==> config.mk <==
export PLATFORM = sky130hd
export DESIGN_NAME = execute_stage_mc
export DESIGN_NICKNAME = d
export VERILOG_FILES = /design/src/rtl/execute_pkg.sv /design/src/rtl/execute_mul_iter.sv /design/src/rtl/execute_stage.sv
export SDC_FILE = /design/constraint.sdc
export NUM_CORES = 1
export LEC_CHECK = 0
export BUFFER_PORTS_ARGS = -buffer_cell sky130_fd_sc_hd__buf_2
export CAP_MARGIN = 20
export CORE_ASPECT_RATIO = 0.6
export CORE_MARGIN = 1
export CORE_UTILIZATION = 30
export CTS_BUF_LIST = sky130_fd_sc_hd__clkbuf_16
export CTS_CLUSTER_SIZE = 25
export DETAILED_ROUTE_END_ITERATION = 16
export PLACE_DENSITY_LB_ADDON = 0.12
export SYNTH_ARGS = -nofsm -noshare
export SYNTH_HDL_FRONTEND = slang
export SYNTH_HIERARCHICAL = 1
export SYNTH_SLANG_ARGS = --single-unit
==> constraint.sdc <==
create_clock -name clk -period 9.6 [get_ports clk]
set_input_delay 1.92 -clock clk [delete_from_list [all_inputs] [get_ports clk]]
set_output_delay 1.92 -clock clk [all_outputs]
set_load 0.05 [all_outputs]
==> src/rtl/execute_pkg.sv <==
// Shared definitions for the multi-cycle execute stage.
//   - ALU opcode encodings (4-bit; codes 14 and 15 are unused and yield 0)
//   - forwarding-select encodings for the A/B operand muxes
//   - FSM state type and state constants
package execute_pkg;

  localparam logic [3:0] OP_ADD  = 4'd0;
  localparam logic [3:0] OP_SUB  = 4'd1;
  localparam logic [3:0] OP_AND  = 4'd2;
  localparam logic [3:0] OP_OR   = 4'd3;
  localparam logic [3:0] OP_XOR  = 4'd4;
  localparam logic [3:0] OP_SLL  = 4'd5;
  localparam logic [3:0] OP_SRL  = 4'd6;
  localparam logic [3:0] OP_SRA  = 4'd7;
  localparam logic [3:0] OP_SLT  = 4'd8;
  localparam logic [3:0] OP_SLTU = 4'd9;
  localparam logic [3:0] OP_SEQ  = 4'd10;
  localparam logic [3:0] OP_SNE  = 4'd11;
  localparam logic [3:0] OP_LHI  = 4'd12;
  localparam logic [3:0] OP_MUL  = 4'd13;

  // Select value 3 is reserved and falls through to the register value.
  localparam logic [1:0] FWD_REG     = 2'd0;
  localparam logic [1:0] FWD_EXE_MEM = 2'd1;
  localparam logic [1:0] FWD_MEM_WB  = 2'd2;

  typedef logic [0:0] exe_state_t;
  localparam exe_state_t ST_IDLE = 1'b0;
  localparam exe_state_t ST_MUL  = 1'b1;

endpackage

==> src/rtl/execute_mul_iter.sv <==
// Iterative shift-add multiplier, one multiplier bit per enabled cycle.
// Ports:
//   clk, rst_n      clock, synchronous active-low reset (aborts any multiply)
//   en              advance enable; low freezes all internal state
//   start           load a/b and begin (honoured only when not busy)
//   a, b            operands, captured on start
//   busy            a multiply is in progress
//   done            high in the final iteration cycle; result is valid then
//   result          low DATA_WIDTH bits of a*b (meaningful while done=1)
module execute_mul_iter #(
  parameter int DATA_WIDTH = 32
) (
  input  logic                  clk,
  input  logic                  rst_n,
  input  logic                  en,
  input  logic                  start,
  input  logic [DATA_WIDTH-1:0] a,
  input  logic [DATA_WIDTH-1:0] b,
  output logic                  busy,
  output logic                  done,
  output logic [DATA_WIDTH-1:0] result
);

  localparam int CW = $clog2(DATA_WIDTH) + 1;

  logic [DATA_WIDTH-1:0] acc;
  logic [DATA_WIDTH-1:0] mcand;
  logic [DATA_WIDTH-1:0] mplier;
  logic [CW-1:0]         count;

  // Accumulator value after the current iteration; on the last iteration
  // this is the finished product, handed out combinationally so the caller
  // can register it on the same edge the multiplier goes idle.
  assign result = acc + (mplier[0] ? mcand : '0);
  assign done   = busy && (count == CW'(1));

  always_ff @(posedge clk) begin
    if (!rst_n) begin
      busy   <= 1'b0;
      count  <= '0;
      acc    <= '0;
      mcand  <= '0;
      mplier <= '0;
    end else if (en) begin
      if (start && !busy) begin
        busy   <= 1'b1;
        count  <= CW'(DATA_WIDTH);
        acc    <= '0;
        mcand  <= a;
        mplier <= b;
      end else if (busy) begin
        acc    <= result;
        mcand  <= mcand << 1;
        mplier <= mplier >> 1;
        count  <= count - CW'(1);
        if (count == CW'(1)) busy <= 1'b0;
      end
    end
  end

endmodule

==> src/rtl/execute_stage.sv <==
// Execute stage with operand forwarding, single-cycle ALU and an iterative
// multiplier.
// Ports:
//   clk, rst_n                  clock, synchronous active-low reset
//   valid_in, alu_opcode_in,    operation request and opcode
//   alu_src_in                  1 selects constant_in as operand B
//   fwd_a_sel_in, fwd_b_sel_in  0 reg, 1 exe_mem_data_in, 2 mem_wb_data_in, 3 = 0
//   data_alu_a_in/b_in, constant_in, exe_mem_data_in, mem_wb_data_in  data
//   w_reg_*_in, mem_data_wr_en_in, write_back_mux_sel_in,
//   branch_inst_in, jmp_inst_in  sideband carried with the operation
//   stall_in                    downstream hold: freezes outputs and FSM
//   stall_out                   busy / held; upstream must hold its inputs
//   valid_out, alu_data_out, alu_b_data_out, branch_taken_out, registered
//   sideband copies             results
//   fsm_state                   current FSM state (debug)
//
// Handshake: an operation is accepted on a rising edge where valid_in=1,
// stall_in=0 and stall_out=0. Upstream keeps inputs stable while
// stall_out=1; downstream sees a result while valid_out=1 and holds it
// in place by asserting stall_in.
import execute_pkg::*;

module execute_stage_mc #(
  parameter int DATA_WIDTH     = 32,
  parameter int REG_ADDR_WIDTH = 5,
  parameter int ALU_OP_WIDTH   = 4
) (
  input  logic                      clk,
  input  logic                      rst_n,
  input  logic                      valid_in,
  input  logic [ALU_OP_WIDTH-1:0]   alu_opcode_in,
  input  logic                      alu_src_in,
  input  logic [1:0]                fwd_a_sel_in,
  input  logic [1:0]                fwd_b_sel_in,
  input  logic [DATA_WIDTH-1:0]     data_alu_a_in,
  input  logic [DATA_WIDTH-1:0]     data_alu_b_in,
  input  logic [DATA_WIDTH-1:0]     constant_in,
  input  logic [DATA_WIDTH-1:0]     exe_mem_data_in,
  input  logic [DATA_WIDTH-1:0]     mem_wb_data_in,
  input  logic [REG_ADDR_WIDTH-1:0] w_reg_addr_in,
  input  logic                      w_reg_wr_en_in,
  input  logic                      mem_data_wr_en_in,
  input  logic                      write_back_mux_sel_in,
  input  logic                      branch_inst_in,
  input  logic                      jmp_inst_in,
  input  logic                      stall_in,
  output logic                      stall_out,
  output logic                      valid_out,
  output logic [DATA_WIDTH-1:0]     alu_data_out,
  output logic [DATA_WIDTH-1:0]     alu_b_data_out,
  output logic                      branch_taken_out,
  output logic [REG_ADDR_WIDTH-1:0] w_reg_addr_out,
  output logic                      w_reg_wr_en_out,
  output logic                      mem_data_wr_en_out,
  output logic                      write_back_mux_sel_out,
  output logic                      jmp_inst_out,
  output exe_state_t                fsm_state
);

  localparam int SHW = $clog2(DATA_WIDTH);

  function automatic logic [DATA_WIDTH-1:0] fwd_mux(
    input logic [1:0]            sel,
    input logic [DATA_WIDTH-1:0] reg_val,
    input logic [DATA_WIDTH-1:0] em_val,
    input logic [DATA_WIDTH-1:0] wb_val
  );
    case (sel)
      FWD_EXE_MEM: return em_val;
      FWD_MEM_WB:  return wb_val;
      default:     return reg_val;
    endcase
  endfunction

  exe_state_t            state;
  logic [DATA_WIDTH-1:0] fwd_b, op_a, op_b, alu_result, mul_result;
  logic [SHW-1:0]        shamt;
  logic                  is_mul, accept, mul_busy, mul_done;
  // Gated sideband for an in-flight multiply, released with its result.
  logic                  pend_wr_en, pend_mem_wr, pend_branch, pend_jmp;

  assign fwd_b  = fwd_mux(fwd_b_sel_in, data_alu_b_in, exe_mem_data_in, mem_wb_data_in);
  assign op_a   = fwd_mux(fwd_a_sel_in, data_alu_a_in, exe_mem_data_in, mem_wb_data_in);
  assign op_b   = alu_src_in ? constant_in : fwd_b;
  assign shamt  = op_b[SHW-1:0];
  assign is_mul = (alu_opcode_in == ALU_OP_WIDTH'(OP_MUL));
  assign accept = valid_in && !stall_in && (state == ST_IDLE) && !mul_busy;

  // Held result under stall_in also counts as busy towards upstream.
  assign stall_out = (state == ST_MUL) || (stall_in && valid_out);
  assign fsm_state = state;

  always_comb begin
    alu_result = '0;
    case (alu_opcode_in)
      ALU_OP_WIDTH'(OP_ADD):  alu_result = op_a + op_b;
      ALU_OP_WIDTH'(OP_SUB):  alu_result = op_a - op_b;
      ALU_OP_WIDTH'(OP_AND):  alu_result = op_a & op_b;
      ALU_OP_WIDTH'(OP_OR):   alu_result = op_a | op_b;
      ALU_OP_WIDTH'(OP_XOR):  alu_result = op_a ^ op_b;
      ALU_OP_WIDTH'(OP_SLL):  alu_result = op_a << shamt;
      ALU_OP_WIDTH'(OP_SRL):  alu_result = op_a >> shamt;
      ALU_OP_WIDTH'(OP_SRA):  alu_result = $unsigned($signed(op_a) >>> shamt);
      ALU_OP_WIDTH'(OP_SLT):  alu_result = {{(DATA_WIDTH-1){1'b0}}, ($signed(op_a) < $signed(op_b))};
      ALU_OP_WIDTH'(OP_SLTU): alu_result = {{(DATA_WIDTH-1){1'b0}}, (op_a < op_b)};
      ALU_OP_WIDTH'(OP_SEQ):  alu_result = {{(DATA_WIDTH-1){1'b0}}, (op_a == op_b)};
      ALU_OP_WIDTH'(OP_SNE):  alu_result = {{(DATA_WIDTH-1){1'b0}}, (op_a != op_b)};
      ALU_OP_WIDTH'(OP_LHI):  alu_result = op_b << (DATA_WIDTH / 2);
      default:                alu_result = '0;
    endcase
  end

  execute_mul_iter #(.DATA_WIDTH(DATA_WIDTH)) u_mul (
    .clk    (clk),
    .rst_n  (rst_n),
    .en     (!stall_in),
    .start  (accept && is_mul),
    .a      (op_a),
    .b      (op_b),
    .busy   (mul_busy),
    .done   (mul_done),
    .result (mul_result)
  );

  always_ff @(posedge clk) begin
    if (!rst_n) begin
      state                  <= ST_IDLE;
      valid_out              <= 1'b0;
      alu_data_out           <= '0;
      alu_b_data_out         <= '0;
      branch_taken_out       <= 1'b0;
      w_reg_addr_out         <= '0;
      w_reg_wr_en_out        <= 1'b0;
      mem_data_wr_en_out     <= 1'b0;
      write_back_mux_sel_out <= 1'b0;
      jmp_inst_out           <= 1'b0;
      pend_wr_en             <= 1'b0;
      pend_mem_wr            <= 1'b0;
      pend_branch            <= 1'b0;
      pend_jmp               <= 1'b0;
    end else if (!stall_in) begin
      if (state == ST_IDLE) begin
        valid_out <= accept && !is_mul;
        if (accept) begin
          // Ungated sideband is copied immediately, even for a multiply.
          alu_b_data_out         <= fwd_b;
          w_reg_addr_out         <= w_reg_addr_in;
          write_back_mux_sel_out <= write_back_mux_sel_in;
        end
        if (accept && !is_mul) begin
          alu_data_out       <= alu_result;
          w_reg_wr_en_out    <= w_reg_wr_en_in;
          mem_data_wr_en_out <= mem_data_wr_en_in;
          jmp_inst_out       <= jmp_inst_in;
          branch_taken_out   <= branch_inst_in && (alu_result == '0);
        end else begin
          w_reg_wr_en_out    <= 1'b0;
          mem_data_wr_en_out <= 1'b0;
          jmp_inst_out       <= 1'b0;
          branch_taken_out   <= 1'b0;
        end
        if (accept && is_mul) begin
          state       <= ST_MUL;
          pend_wr_en  <= w_reg_wr_en_in;
          pend_mem_wr <= mem_data_wr_en_in;
          pend_branch <= branch_inst_in;
          pend_jmp    <= jmp_inst_in;
        end
      end else if (mul_done) begin
        state              <= ST_IDLE;
        valid_out          <= 1'b1;
        alu_data_out       <= mul_result;
        w_reg_wr_en_out    <= pend_wr_en;
        mem_data_wr_en_out <= pend_mem_wr;
        jmp_inst_out       <= pend_jmp;
        branch_taken_out   <= pend_branch && (mul_result == '0);
      end
    end
  end

endmodule

==> impl_metrics.tcl, run 1 <==
set metrics [dict create \
    die_y_um 202 \
    synth_cell_type_count 110 \
    switching_power_mw 1.70 \
    async_flop_share 0 \
    final_nets 3232 \
    powerDensity_nw_per_um2 150 \
    rsz0062_at_grt "false" \
    worstSkewPairLatency_ps 490 \
    post_cts_resized 0 \
    grt_first_pass_wirelength_mm 168 \
    pwr-share-clk 0.237 \
    boundaryPins 260 \
    grt_remaining_overflow 0 \
    syn_area_um2 20100 \
    cts.clk_slew.worst_paths_ps 70 \
    critPathRequiredTime_ps 9990 \
    comb_power_share 0.533 \
    yosysWarningCount 6 \
    root_buffer "clkbuf_16" \
    yosysSeqAreaShare 0.183 \
    synth_flop_cell "dfxtp_1" \
    min_from "alu_data_out[19]" \
    critPathMaxFanout 22 \
    drt-total-wl_mm 118 \
    route.vias.total 24100 \
    cellLeakagePower_nw 9.61 \
    holdWs_ps 452 \
    drt-initial-drc-count 3638 \
    violations "DRC" \
    dr.pass1.iters 12 \
    power.share.switching 0.492 \
    dp_hpwl_mm 94.4 \
    design_area_um2 23000 \
    worstMarginPinSlew_ps 1120 \
    finClkSkew_ps 23.6 \
    initial_core_util 0.303 \
    setup_viol 0 \
    viasPerCell 6.30 \
    period_minus_slack_ps 8110 \
    grt_max_degree 69 \
    post_drt_wl_per_cell_um 30.8 \
    die_x_um 336 \
    fmax_ghz 0.123 \
    placed_area_um2 22300 \
    finalHoldViolCount 0 \
    place_congestion 1.04 \
    slew_headroom 0.248 \
    cts_buffers 17 \
    pre_cts_slack_ps 1150 \
    p_total_mw 3.45 \
    drive_above_1_share 0.160 \
    p_int_mw 1.75 \
    avgSynthCellArea_um2 7.28 \
    peakVddDrop_v 0.000135 \
    cts_max_level 4 \
    drc 6 \
    first_global_vias 22300 \
    fin_crit_sh 0.845 \
    post-cts-setup-buffer-count 0 \
    status "finished with violations" \
    crit_arrival_ps 8500 \
    die_area_um2 68000 \
    crit_path_end_kind "register" \
    track_usage 0.339 \
    r2r-start "u_mul/mplier[0]" \
    drtAntennaViolNets 0 \
    max-cap-violations 0 \
    worstSetupPathType "input port to register" \
    cts_buffer_depth 2 \
    synth_seq_cells 183 \
    maxSlewViolCount 0 \
    syn_inst 2756 \
    cts_hold_buf 0 \
    tns_ps 0 \
    io_buffers 259 \
    synth_edf_count 0 \
    syn_nets 3081 \
    worst_slack_ps 1490 \
    hp-class "register to register" \
    syn2layout_area_growth_pct 14.9 \
    antenna_found_initial 13 \
    sequentialPowerShare 0.229 \
    clock_sinks 183 \
    cp-start-kind "input port" \
    cts_tree "built" \
    crit_start "fwd_b_sel_in[0]" \
    core_area_um2 66200 \
    core.rowCount 73 \
]
[flip-flops by register name, summed over array words and instances (netlist names)]
register	flops
write_back_mux_sel_out	1
u_mul/acc	32
u_mul/busy	1
w_reg_addr_out	5
jmp_inst_out	1
branch_taken_out	1
alu_b_data_out	32
pend_jmp	1
alu_data_out	32
u_mul/mplier	32
fsm_state	1
pend_branch	1
w_reg_wr_en_out	1
u_mul/count	6
pend_mem_wr	1
mem_data_wr_en_out	1
u_mul/mcand	32
pend_wr_en	1
valid_out	1
[logic make-up (layout without fill, tap and decap cells)]
| group | Yosys count | in the layout | synth area share |
|---|---|---|---|
| other cells | 0 | 9 | 0 |
| mux | 133 | 133 | 0.0669 |
| flops | 183 | 183 | 0.183 |
| xor+xnor | 39 | 39 | 0.0174 |
| compound gates | 1129 | 1129 | 0.385 |
| fa+ha+maj | 142 | 142 | 0.0897 |
| simple gates | 782 | 782 | 0.186 |
| buf+inv | 348 | 512 | 0.0721 |
[through the flow]
step,util,std cells
4_1_cts,0.348,3818
5_1_grt,0.348,3822
2_1_floorplan,-,2756
6_report,0.348,3829
3_5_place_dp,0.337,3786
3_3_place_gp,0.337,3784
[placed cells by master (no fill, tap or decap), drive strengths merged, types with 8 or more instances in the layout]
cell / instances
a22o: 22
nand3: 46
dfxtp: 183
and3: 11
nand2b: 33
o31ai: 18
a21o: 31
inv: 122
nor2b: 26
clkbuf: 19
and2: 46
mux2i: 127
a211oi: 34
a21boi: 8
o221ai: 90
nor3: 60
xor2: 13
a221o: 69
a32oi: 12
o22ai: 124
o211ai: 46
a2111oi: 11
diode: 9
a21oi: 277
ha: 139
a22oi: 35
nor3b: 11
nor2: 236
o21ai: 199
xnor2: 26
o21bai: 21
nand2: 219
nor4: 27
buf: 360
nand4: 17
o21a: 27
a221oi: 17
or3: 17
a31oi: 24
[cells in the mapped netlist, drive strengths merged (12+ instances only)]
| master | count | area, µm² |
|---|---|---|
| inv | 116 | 440 |
| nand2 | 219 | 827 |
| or3 | 17 | 106 |
| a22o | 22 | 193 |
| nor4 | 27 | 181 |
| buf | 56 | 339 |
| nand2b | 33 | 206 |
| a31oi | 24 | 156 |
| o21bai | 21 | 158 |
| o31ai | 18 | 145 |
| a22oi | 35 | 273 |
| o22ai | 124 | 776 |
| o21ai | 199 | 1010 |
| nor2 | 236 | 893 |
| clkbuf | 174 | 654 |
| nand4 | 17 | 106 |
| mux2i | 127 | 1270 |
| xor2 | 13 | 114 |
| and2 | 46 | 288 |
| a221oi | 17 | 168 |
| a32oi | 12 | 105 |
| a21oi | 277 | 1410 |
| o211ai | 46 | 359 |
| a221o | 69 | 691 |
| dfxtp | 183 | 3660 |
| nor3 | 60 | 305 |
| a21o | 31 | 233 |
| ha | 139 | 1740 |
| o21a | 27 | 203 |
| nor2b | 26 | 163 |
| o221ai | 90 | 812 |
| nand3 | 46 | 230 |
| a211oi | 34 | 270 |
| xnor2 | 26 | 235 |
[per-layer routing]
metal / up-vias / share of wire / GRT usage
li1: 10800 / - / -
met1: 11900 / 0.50 / 0.527
met2: 1358 / 0.38 / 0.454
met3: 128 / 0.10 / 0.0860
met4: 14 / 0.018 / 0.0647
met5: - / 0.00078 / 0
[worst max-delay path: stages]
cell      delay, ps
buf_2            90
inv_1            40
ha_1            700
inv_1           540
o21ai_0         890
o21a_1          260
ha_1            470
and4_1          290
nand3_1         320
or4_1           630
nor4_1          460
nor4b_1         110
a311oi_1        220
o211ai_1        140
a31oi_1         380
inv_1           110
nor4_1          460
nand4_1         170
o32ai_2         260
[final cells by class]
type	instances	area, µm²
tap	900	1130
clock buffer	17	425
sequential	183	3660
clock inverter	15	246
antenna	9	22.5
multi-input combinational	2225	15000
timing repair buffer	362	2070
fill	7224	43200
inverter	118	453
[power by group through the flow]
| stage | logic [mW] | registers (mW) | clock network (mW) |
|---|---|---|---|
| 2_1_floorplan | 1.02 | 0.864 | 0 |
| 3_3_place_gp | 1.79 | 0.808 | 0 |
| 3_5_place_dp | 1.76 | 0.808 | 0 |
| 4_1_cts | 1.77 | 0.791 | 0.838 |
| 5_1_grt | 1.92 | 0.793 | 0.867 |
| 6_report | 1.84 | 0.791 | 0.818 |
[path summary, 6_finish.rpt]
path	end	slack, ps	cells after the start
max	branch_taken_out	1490	19
min	alu_data_out[19]	450	2
max reg2reg	branch_taken_out	4520	17
min reg2reg	alu_data_out[19]	450	2
(Power assumes the default switching activity.)
==> inputs of run 2 (changes only) <==
==> constraint.sdc (replaced) <==
create_clock -name clk -period 6.8 [get_ports clk]
set_input_delay 1.36 -clock clk [delete_from_list [all_inputs] [get_ports clk]]
set_output_delay 1.36 -clock clk [all_outputs]
set_load 0.05 [all_outputs]
==> impl_metrics.tcl, run 2 (synthesis gave the netlist of run 1 again) <==
set metrics [dict create \
    status "complete, no violations" \
    final_nets 3392 \
    die_y_um 202 \
    critPathMaxStageDelay_ps 940 \
    post_drt_wl_per_cell_um 30.2 \
    viasPerCell 6.31 \
    syn2layout_area_growth_pct 21.3 \
    root_buffer "clkbuf_16" \
    crit_path_end_kind "register" \
    place_congestion 1.06 \
    drt-total-wl_mm 120 \
    fin_crit_sh 0.984 \
    setup_viol 0 \
    worstSetupPathType "input port to register" \
    path_cells "buf_2, inv_1, ha_1, buf_4, a221o_1, o21ai_1, buf_4, inv_1, ha_1, buf_4, inv_1, nor4_2, o211ai_1, a31oi_2, a221o_1, a21oi_1, o211ai_1, o21ai_0, a2111oi_0, buf_4, o31ai_1" \
    drive_above_1_share 0.207 \
    cts.clk_slew.worst_paths_ps 90 \
    cpMostUsedCell "buf_4" \
    holdWs_ps 452 \
    crit_arrival_ps 7060 \
    initial_core_util 0.303 \
    grt_max_degree 69 \
    drc 0 \
    cts_buffer_depth 2 \
    critPathRequiredTime_ps 7170 \
    critPathMaxFanout 13 \
    period_minus_slack_ps 6690 \
    peakVddDrop_v 0.000167 \
    first_global_vias 23300 \
    boundaryPins 260 \
    final_cell_mix "a21oi_1 (272), buf_2 (259), buf_4 (254), nor2_1 (234), nand2_1 (215)" \
    crit_buf_inv 8 \
    drt-initial-drc-count 3355 \
    worstSkewPairLatency_ps 480 \
    design_area_um2 24400 \
    cts_buffers 17 \
    io_buffers 259 \
    grt_first_pass_wirelength_mm 171 \
    mostFrequentLayoutCell "a21oi_1" \
    slew_headroom 0.272 \
    cts_tree "built" \
    cellLeakagePower_nw 10.4 \
    powerDensity_nw_per_um2 210 \
    finClkSkew_ps 24.5 \
    track_usage 0.344 \
    cp_slowest_cell "a2111oi_0" \
    cts_max_level 4 \
    final.fill_count 7173 \
    drtAntennaViolNets 0 \
    clock_sinks 183 \
    die_area_um2 68000 \
    finalHoldViolCount 0 \
    path_delay_family "compound AO/OA/AOI/OAI gates" \
    fmax_ghz 0.149 \
    antenna_found_initial 8 \
    placed_area_um2 23600 \
    worstMarginPinSlew_ps 1090 \
    core_area_um2 66200 \
    maxSlewViolCount 0 \
    hp-class "register to register" \
    core.rowCount 73 \
    post-cts-setup-buffer-count 0 \
    dp_hpwl_mm 97.0 \
    route.vias.total 25100 \
    tns_ps 0 \
    die_x_um 336 \
    grt_remaining_overflow 0 \
    max-cap-violations 0 \
    cp-start-kind "input port" \
    dr.pass1.iters 7 \
]
## run 2: cell count changes in the layout (fill, tap and decap cells not counted), moves of 2 or more
cell / change
buf_4: +156
diode_2: -7
buf_12: +6
a211oi_1: -3
a211oi_2: +3
bufinv_16: -3
inv_12: +3
o21ai_2: +3
clkinv_4: +2
inv_8: -2
o21ai_1: -2
## run 2: what timing repair did
item                       in CTS  in global routing
hold buffers                    0                  0
resized for setup               1                 10
setup endpoints to repair       1                  2
## run 2: final cells by class
class,instances,area (µm²),share of cell area
diodes,2,5.00,0.000206
clock buffers,17,425,0.0175
clock inverters,15,209,0.00858
inverters,118,453,0.0186
multi-input cells,2225,15100,0.619
flip-flops and latches,183,3660,0.150
well taps,900,1130,0.0462
repair buffers,522,3390,0.139
## run 2: worst paths after layout
| path | from | end | slack, ps | depth (start not counted) |
|---|---|---|---|---|
| max | fwd_a_sel_in[0] | alu_data_out[31] | 110 | 21 |
| min | alu_data_out[22] | alu_data_out[22] | 450 | 2 |
| max reg2reg | u_mul/mplier[0] | branch_taken_out | 1600 | 16 |
| min reg2reg | alu_data_out[22] | alu_data_out[22] | 450 | 2 |
## run 2: per-layer routing
layer,GRT usage,part of all wire,vias up
li1,-,-,11100
met5,0,0.00038,-
met2,0.469,0.39,1481
met1,0.515,0.47,12400
met4,0.0701,0.020,6
met3,0.108,0.12,149
## run 2: worst register-to-register path: cells and delay by family, from the launching register on
kind	cells	cell delay [ps]
fa+ha+maj	2	630
simple gates	4	1300
compound gates	8	2180
flops	1	640
mux	1	190
xor+xnor	1	180
## run 2: stage by stage
stage           util  total power, mW  setup WS [ps]  cells
3_3_place_gp   0.357             3.92           -802   3946
5_1_grt        0.368             5.29          -19.6   3980
4_1_cts        0.367             5.00           90.9   3979
2_1_floorplan      -             2.66            793   2756
6_report       0.368             5.11            107   3982
3_5_place_dp   0.357             3.91           -640   3947
## run 2: where the power goes
group,internal [mW],leakage [nW],switching (mW)
Clock,0.511,0.303,0.563
Combinational,0.972,8.63,1.94
Sequential,1.10,1.48,0.0181
